File: config.mk
export PLATFORM = sky130hd
export DESIGN_NAME = seven_seg_scan_ctrl
export DESIGN_NICKNAME = d
export VERILOG_FILES = /design/src/rtl/seven_seg_scan_ctrl.sv
export SDC_FILE = /design/constraint.sdc
export NUM_CORES = 1
export LEC_CHECK = 0
export CAP_MARGIN = 20
export CELL_PAD_IN_SITES_DETAIL_PLACEMENT = 1
export CELL_PAD_IN_SITES_GLOBAL_PLACEMENT = 1
export CORE_AREA = 2 2 76 114
export CTS_CLUSTER_DIAMETER = 40
export CTS_CLUSTER_SIZE = 12
export DETAILED_ROUTE_END_ITERATION = 10
export DIE_AREA = 0 0 78 116
export DONT_BUFFER_PORTS = 1
export GPL_TIMING_DRIVEN = 0
export HOLD_SLACK_MARGIN = 0.03
export PLACE_DENSITY = 0.91
export SLEW_MARGIN = 20
export SYNTH_ARGS = -nofsm -noshare
export SYNTH_HDL_FRONTEND = slang
export SYNTH_SLANG_ARGS = --single-unit
File: constraint.sdc
create_clock -name clock -period 6.7 [get_ports clock]
set_clock_uncertainty 0.15 [all_clocks]
set_input_delay 1.005 -clock clock [delete_from_list [all_inputs] [get_ports clock]]
set_output_delay 1.005 -clock clock [all_outputs]
set_load 0.1 [all_outputs]
File: src/rtl/seven_seg_scan_ctrl.sv
// -----------------------------------------------------------------------------
// seven_seg_scan_ctrl
//
// Time-multiplexed seven-segment display driver. Scans DIGITS hex digits, one
// slot of REFRESH_DIV clocks per digit, with all anodes held off for the first
// GUARD clocks of every slot to suppress ghosting. New display data is double
// buffered: a load lands in shadow registers and is promoted to the active set
// only at the frame wrap, so a frame never shows a mix of old and new values.
// Per-digit blanking, blinking (BLINK_FRAMES frames per half-period) and
// decimal points are supported. The display stays dark after reset until the
// first load has been promoted.
//
// Ports
//   clock         in   system clock, all state on the rising edge
//   reset         in   asynchronous active-low reset
//   digit_values  in   hex nibble per digit, digit i = [4i+3:4i]
//   dp_in         in   decimal point request per digit
//   blank_in      in   1 = digit dark
//   blink_in      in   1 = digit blinks
//   load          in   1-cycle strobe capturing digit_values and the *_in masks
//   anode         out  active-low digit enables
//   cathode       out  active-low segments, [6]=a .. [0]=g
//   dp_out        out  active-low decimal point
//   scan_index    out  digit currently addressed
//   frame_tick    out  1-cycle pulse when the scan wraps to digit 0
// -----------------------------------------------------------------------------
module seven_seg_scan_ctrl #(
    parameter int unsigned DIGITS       = 4,
    parameter int unsigned REFRESH_DIV  = 100000,
    parameter int unsigned GUARD        = 16,
    parameter int unsigned BLINK_FRAMES = 64
) (
    input  logic                        clock,
    input  logic                        reset,
    input  logic [4*DIGITS-1:0]         digit_values,
    input  logic [DIGITS-1:0]           dp_in,
    input  logic [DIGITS-1:0]           blank_in,
    input  logic [DIGITS-1:0]           blink_in,
    input  logic                        load,
    output logic [DIGITS-1:0]           anode,
    output logic [6:0]                  cathode,
    output logic                        dp_out,
    output logic [$clog2(DIGITS)-1:0]   scan_index,
    output logic                        frame_tick
);

    localparam int unsigned SW = $clog2(DIGITS);
    localparam int unsigned PW = (REFRESH_DIV > 1) ? $clog2(REFRESH_DIV) : 1;
    localparam int unsigned FW = (BLINK_FRAMES > 1) ? $clog2(BLINK_FRAMES) : 1;

    localparam logic [PW-1:0] PRESC_LAST = PW'(REFRESH_DIV - 1);
    localparam logic [PW-1:0] GUARD_END  = PW'(GUARD);
    localparam logic [SW-1:0] SCAN_LAST  = SW'(DIGITS - 1);
    localparam logic [FW-1:0] FRAME_LAST = FW'(BLINK_FRAMES - 1);

    // Scan timing
    logic [PW-1:0]          presc_q, presc_d;
    logic [SW-1:0]          scan_q, scan_d;
    logic                   tick_q, tick_d;
    logic [FW-1:0]          frame_cnt_q, frame_cnt_d;
    logic                   phase_q, phase_d;
    logic                   slot_end;
    logic                   wrap;

    // Shadow (load-side) buffer
    logic [4*DIGITS-1:0]    sh_val_q, sh_val_d;
    logic [DIGITS-1:0]      sh_dp_q, sh_dp_d;
    logic [DIGITS-1:0]      sh_blank_q, sh_blank_d;
    logic [DIGITS-1:0]      sh_blink_q, sh_blink_d;
    logic                   pending_q, pending_d;

    // Active (display-side) buffer
    logic [4*DIGITS-1:0]    act_val_q, act_val_d;
    logic [DIGITS-1:0]      act_dp_q, act_dp_d;
    logic [DIGITS-1:0]      act_blank_q, act_blank_d;
    logic [DIGITS-1:0]      act_blink_q, act_blink_d;
    logic                   shown_q, shown_d;

    // Registered outputs
    logic [DIGITS-1:0]      anode_q, anode_d;
    logic [6:0]             cathode_q, cathode_d;
    logic                   dp_q, dp_d;

    // Selected digit attributes
    logic [3:0]             cur_nib;
    logic                   cur_dp;
    logic                   cur_blank;
    logic                   cur_blink;
    logic                   cur_dark;

    // Standard hex decoder, active-low, [6]=a .. [0]=g
    function automatic logic [6:0] seg7(input logic [3:0] nib);
        logic [6:0] s;
        unique case (nib)
            4'h0: s = 7'h01;
            4'h1: s = 7'h4F;
            4'h2: s = 7'h12;
            4'h3: s = 7'h06;
            4'h4: s = 7'h4C;
            4'h5: s = 7'h24;
            4'h6: s = 7'h20;
            4'h7: s = 7'h0F;
            4'h8: s = 7'h00;
            4'h9: s = 7'h04;
            4'hA: s = 7'h08;
            4'hB: s = 7'h60;
            4'hC: s = 7'h31;
            4'hD: s = 7'h42;
            4'hE: s = 7'h30;
            default: s = 7'h38;
        endcase
        return s;
    endfunction

    // Prescaler, scan counter and blink phase
    always_comb begin
        slot_end    = (presc_q == PRESC_LAST);
        wrap        = slot_end && (scan_q == SCAN_LAST);
        presc_d     = slot_end ? '0 : presc_q + 1'b1;
        scan_d      = scan_q;
        tick_d      = wrap;
        frame_cnt_d = frame_cnt_q;
        phase_d     = phase_q;
        if (slot_end) begin
            scan_d = wrap ? '0 : scan_q + 1'b1;
        end
        // Blink state advances on the same edge that raises frame_tick, so a
        // phase change lands together with the first slot of the new frame.
        if (wrap) begin
            if (frame_cnt_q == FRAME_LAST) begin
                frame_cnt_d = '0;
                phase_d     = ~phase_q;
            end else begin
                frame_cnt_d = frame_cnt_q + 1'b1;
            end
        end
    end

    // Double buffer: load -> shadow, shadow -> active at frame wrap.
    // A load on the wrap cycle bypasses the shadow and leaves nothing pending.
    always_comb begin
        sh_val_d    = sh_val_q;
        sh_dp_d     = sh_dp_q;
        sh_blank_d  = sh_blank_q;
        sh_blink_d  = sh_blink_q;
        pending_d   = pending_q;
        act_val_d   = act_val_q;
        act_dp_d    = act_dp_q;
        act_blank_d = act_blank_q;
        act_blink_d = act_blink_q;
        shown_d     = shown_q;

        if (load) begin
            sh_val_d   = digit_values;
            sh_dp_d    = dp_in;
            sh_blank_d = blank_in;
            sh_blink_d = blink_in;
            pending_d  = 1'b1;
        end

        if (wrap) begin
            if (load) begin
                act_val_d   = digit_values;
                act_dp_d    = dp_in;
                act_blank_d = blank_in;
                act_blink_d = blink_in;
                shown_d     = 1'b1;
                pending_d   = 1'b0;
            end else if (pending_q) begin
                act_val_d   = sh_val_q;
                act_dp_d    = sh_dp_q;
                act_blank_d = sh_blank_q;
                act_blink_d = sh_blink_q;
                shown_d     = 1'b1;
                pending_d   = 1'b0;
            end
        end
    end

    // Output decode from the current (pre-edge) scan state; registering it
    // keeps anode, cathode and dp_out aligned to the same digit.
    always_comb begin
        cur_nib   = '0;
        cur_dp    = 1'b0;
        cur_blank = 1'b0;
        cur_blink = 1'b0;
        for (int unsigned i = 0; i < DIGITS; i++) begin
            if (scan_q == SW'(i)) begin
                cur_nib   = act_val_q[4*i +: 4];
                cur_dp    = act_dp_q[i];
                cur_blank = act_blank_q[i];
                cur_blink = act_blink_q[i];
            end
        end
        cur_dark = cur_blank | (cur_blink & phase_q);

        anode_d = '1;
        if (shown_q && (presc_q >= GUARD_END)) begin
            for (int unsigned i = 0; i < DIGITS; i++) begin
                anode_d[i] = (scan_q != SW'(i));
            end
        end

        cathode_d = 7'h7F;
        dp_d      = 1'b1;
        if (shown_q && !cur_dark) begin
            cathode_d = seg7(cur_nib);
            dp_d      = ~cur_dp;
        end
    end

    always_ff @(posedge clock or negedge reset) begin
        if (!reset) begin
            presc_q     <= '0;
            scan_q      <= '0;
            tick_q      <= 1'b0;
            frame_cnt_q <= '0;
            phase_q     <= 1'b0;
            sh_val_q    <= '0;
            sh_dp_q     <= '0;
            sh_blank_q  <= '0;
            sh_blink_q  <= '0;
            pending_q   <= 1'b0;
            act_val_q   <= '0;
            act_dp_q    <= '0;
            act_blank_q <= '0;
            act_blink_q <= '0;
            shown_q     <= 1'b0;
            anode_q     <= '1;
            cathode_q   <= 7'h7F;
            dp_q        <= 1'b1;
        end else begin
            presc_q     <= presc_d;
            scan_q      <= scan_d;
            tick_q      <= tick_d;
            frame_cnt_q <= frame_cnt_d;
            phase_q     <= phase_d;
            sh_val_q    <= sh_val_d;
            sh_dp_q     <= sh_dp_d;
            sh_blank_q  <= sh_blank_d;
            sh_blink_q  <= sh_blink_d;
            pending_q   <= pending_d;
            act_val_q   <= act_val_d;
            act_dp_q    <= act_dp_d;
            act_blank_q <= act_blank_d;
            act_blink_q <= act_blink_d;
            shown_q     <= shown_d;
            anode_q     <= anode_d;
            cathode_q   <= cathode_d;
            dp_q        <= dp_d;
        end
    end

    assign anode      = anode_q;
    assign cathode    = cathode_q;
    assign dp_out     = dp_q;
    assign scan_index = scan_q;
    assign frame_tick = tick_q;

endmodule

Word-level counts from Yosys, hierarchy flattened --
Memories as Yosys holds them, arrays and structs flattened. Cells that the tools add are included.
Cells by class: add/subtract/negate cells 3, order comparisons 1, equality and inequality tests 8, muxes and demuxes 36, bitwise operators 4, reductions and logical operators 9
Operators by type and width (count):
- $mux 4 | 11
- $mux 16 | 2
- $mux 1 | 19
- $add 17x1->17 const B | 1
- $eq 17x17->1 const B | 1
- $ge 17x5->1 const B | 1
- $mux 17 | 1
- $mux 7 | 1
- $add 6x1->6 const B | 1
- $eq 6x6->1 const B | 1
- $mux 6 | 1
- $eq 2x2->1 const B | 2
- $ne 2x2->1 const B | 2
- $reduce_and 2->1 | 2
- $reduce_bool 2->1 | 2
- $logic_and 1x1->1 | 3
- $add 2x1->2 const B | 1
- $eq 2x1->1 const B | 1
- $logic_not 2->1 | 1
- $mux 2 | 1
- $ne 2x1->1 const B | 1
- $not 1->1 | 2
- $and 1x1->1 | 1
- $logic_not 1->1 | 1
- $or 1x1->1 | 1
Word-level totals: bits in registers 97, memory bits (read-only) 112, input port bits 31, output and inout port bits 15, logic and storage cells 80, memories 1
Memories:
- (name not given) | words 16, bits a word 7, read ports 1, clocked after memory_dff 0, wr ports 0, RTL line 94 | unique case (nib)

Logic depth before layout (Yosys ltp) --
depth in word-level cells 10, depth in mapped cells 10, mapped depth without buffers 10

Worst setup path before layout --
Ideal clock, no wire load.
path kind reg2reg, from reg scan_q[1] (netlist: scan_index[1]), to reg cathode_q[5] (netlist: cathode[5]), setup time 65 ps, data arrival time 2858 ps, required time 6485 ps, slack 3628 ps, cell stages (with the launch flop) 11, path buffers 1, clock period less this slack 3072 ps, path through dfrtp_1 > inv_1 > ha_1 > clkbuf_1 > nand3b_1 > a31oi_1 > inv_1 > ha_1 > nor2_1 > a211o_1 > nand3_1
Between the ends: word-level cells in the longest chain between the ends 10, elaborated cells on any way between the ends 22, classes of those cells eq/ne (3); mux (13); bitwise (2); reduce/logical (3); memory (1)
Ends and longest elaborated chain:
- start: declaration | RTL line 58 | logic [SW-1:0] scan_q, scan_d;
- start signal: assignment | RTL line 234 | scan_q <= scan_d;
- parallel branches: the longest is 9 deep, another holds $mem_v2 16x7
- $mux 7 (*) | RTL line 206 | if (shown_q && !cur_dark) begin
- net cathode_d[5] | RTL line 81 | logic [6:0] cathode_q, cathode_d;
- end signal: assignment | RTL line 249 | cathode_q <= cathode_d;
- end: declaration | RTL line 81
Mark *: on every way through the listed nets, which the timed path passes. A chain may end at the register's enable or synchronous reset.

Worst setup path in the final report --
from reg scan_q[0] (netlist: scan_index[0]), to reg cathode_q[0] (netlist: cathode[0])
Same word-level chain as after synthesis.

==> flow_summary.yaml <==
critical_path:
  crit_type: "flop to flop"
  critPathCaptureType: "flop"
  crit_slowest_cell: "dfrtp_1"
  path_max_fanout: 10
  crit_top_cell: "clkbuf_1"
  r2r_slack_ns: 2.89
  critPathArrivalTime_ns: 3.87
  slowest_delay_ns: 1.03
  critPathBufInv: 2
  cp_top_family: "flip-flops"
  cp-start-kind: "flop"
  crit_chain: "ha_1 > clkbuf_1 > nand2_1 > a311oi_1 > clkbuf_1 > mux2i_1 > o221ai_1"
  crit_required_ns: 6.76
clocking:
  clockBufferDepth: 2
  hold_buffers: 0
  clk_latency_ns: 0.35
  numCtsBuffers: 9
  clkTransAtPathRegs_ns: 0.07
  cts_sinks: 97
  tritoncts: "built"
  htree_levels: 3
  post_cts_resize_count: 0
  cts_setup_buffers: 0
  clockRootBuffer: "clkbuf_16"
detailed_routing:
  vias: 2720
  ant_nets: 0
  finalWirelength_um: 9830
  drt_iter0_markers: 157
  wl_per_cell_um: 21.3
  vias_per_cell: 5.89
  dr.pass1.iters: 4
  drc: 0
die:
  io_pins: 46
  dieArea_um2: 9050
  initial_core_util_pct: 53.9
  die-height_um: 116
  fp.dieW_um: 78
  rows: 40
  core_um2: 8010
power:
  p_leak_nw: 2.13
  net-switching-power_w: 0.000233
  p_clk_share_pct: 43.1
  finalPower_w: 0.00112
  switching_share_pct: 20.7
  p_per_area_nw_per_um2: 238
  p_seq_share_pct: 54.1
  p_int_w: 0.000891
  power_frac_comb_pct: 2.8
  vdd_ir_drop_max_v: 0.000137
synthesis:
  synth_most_common_cell: "dfrtp_1"
  synth_cells: 341
  synth_top_family_by_area: "multiplexers"
  yosys.area.top_type: "dfrtp_1"
  ys_seq_area_share_pct: 56.6
  synth_ff_type: "dfrtp_1"
  synth_common_cells: "dfrtp_1, mux2_2, nand2_1"
  synth_compound_area_share_pct: 5.65
  ys_ff_latch: 97
  synthTopCellsByArea: "dfrtp_1, mux2_2, dfstp_2, ha_1, mux2_4"
  synthSimpleGateAreaFrac_pct: 11.4
  async_flop_share_pct: 100
  synth_top_area_share_pct: 49.3
  synth_adder_area_share_pct: 3.77
  synth_edf_count: 0
  ys_types: 44
  synth_mux_area_share_pct: 16.4
  syn_nets: 385
  synth_warnings: 0
  synthXorXnorAreaFrac_pct: 3.65
  syn_area_um2: 4320
  syn_avg_cell_area_um2: 12.7
final_layout:
  multi_input_area_um2: 1760
  area_growth_pct: 9.45
  antenna_cells: 0
  drive_gt1_share_pct: 25.2
  num-nets-final: 396
  n_fill_cell: 811
  ff_latch_area_um2: 2440
  final_util_pct: 59.0
global_route:
  grt_max_degree: 98
  track_usage_pct: 23.6
  grt_first_pass_wirelength_um: 15900
  overflow: 0
  grt_antenna_before_repair: 1
  grt_pass1_vias: 3094
flow_run:
  drv_cap: 0
timing:
  holdWs_ns: 0.197
  rsz0062_at_grt: "false"
  worst_pin_slew_ns: 1.04
  finalHoldViolCount: 0
  setup_viol_count_final: 0
  max_freq_mhz: 263
  slew_violations: 0
  fin_setup_tns_ns: 0
  min_period_over_period_pct: 56.8
  relSlewSlack_pct: 30.7
  min_period_ns: 3.81
placement:
  gp_congestion: 0.845
  hpwl_um: 6880
  io_buffer_count: 0
outcome:
  status: "completed"
min_path:
  hold_class: "input port to async pin"
## layout make-up
type	count	share of cell area, %
clock buffers	14	5.59
clock inverters	2	0.265
well taps	105	2.78
multi-input cells	221	37.3
inverters	11	0.874
plain buffers	12	1.48
flip-flops and latches	97	51.7
## placed cells by master, fill, tap and decap left out, types with 5 or more instances in the layout
| master | netlist | layout |
|---|---|---|
| a21oi_1 | 5 | 5 |
| a31oi_1 | 5 | 5 |
| clkbuf_1 | 7 | 10 |
| clkbuf_16 | 0 | 9 |
| dfrtp_1 | 85 | 85 |
| dfstp_2 | 12 | 12 |
| ha_1 | 13 | 13 |
| inv_1 | 11 | 11 |
| mux2_2 | 48 | 48 |
| mux2_4 | 9 | 9 |
| nand2_1 | 27 | 27 |
| nand3_1 | 15 | 15 |
| nor2_1 | 19 | 19 |
| o21ai_0 | 5 | 5 |
| xnor2_1 | 13 | 13 |
| xor2_1 | 5 | 5 |
## routing by layer
| layer | global-route usage, % | share of wire (%) | up-vias |
|---|---|---|---|
| met5 | 0 | 0.13 | - |
| met4 | 11.6 | 4.0 | 2 |
| met3 | 5.69 | 3.4 | 31 |
| met2 | 43.9 | 56 | 65 |
| met1 | 24.8 | 37 | 1407 |
| li1 | - | - | 1215 |
## power by group through the flow
| stage | clock network (W) | registers (W) | logic (W) |
|---|---|---|---|
| 2_1_floorplan | 0 | 0.000616 | 0.0000237 |
| 5_1_grt | 0.000515 | 0.000609 | 0.0000335 |
| 6_report | 0.000484 | 0.000608 | 0.0000309 |
| 4_1_cts | 0.000491 | 0.000608 | 0.0000313 |
| 3_5_place_dp | 0 | 0.000619 | 0.0000310 |
| 3_3_place_gp | 0 | 0.000617 | 0.0000295 |
## per-stage QoR
stage | instance area (um^2) | setup slack, ns | cells
floorplan | 4320 | 3.63 | 341
global placement | 4450 | 3.21 | 446
detailed placement | 4450 | 3.02 | 446
CTS | 4720 | 2.93 | 462
global route | 4720 | 2.71 | 462
finish | 4720 | 2.89 | 462
## final timing paths
check	startpoint	endpoint	cells after the start
max	scan_index[0]	cathode[0]	7
min	reset	sh_val_q[10]	0
max reg2reg	scan_index[0]	cathode[0]	7
min reg2reg	presc_q[12]	presc_q[12]	1
max in group asynchronous	reset	cathode[5]	0
min in group clock	presc_q[12]	presc_q[12]	1
## kinds of logic (layout without fill, tap and decap cells)
kind of cell / Yosys count / in the layout
xor gates and xnor gates: 18 / 18
AOI/OAI and AO/OA: 35 / 35
and+or+nand+nor: 95 / 95
DFF: 97 / 97
buffers and inverters: 23 / 39
muxes: 60 / 60
adders and majority gates: 13 / 13
## sequential cells by signal (all words and copies together), names as in the netlist, 4 cells and up
name,flops
act_blank_q,4
act_blink_q,4
act_dp_q,4
act_val_q,16
anode,4
cathode,7
frame_cnt_q,6
presc_q,17
sh_blank_q,4
sh_blink_q,4
sh_dp_q,4
sh_val_q,16
Note: power is estimated with default switching activity, not from simulation.
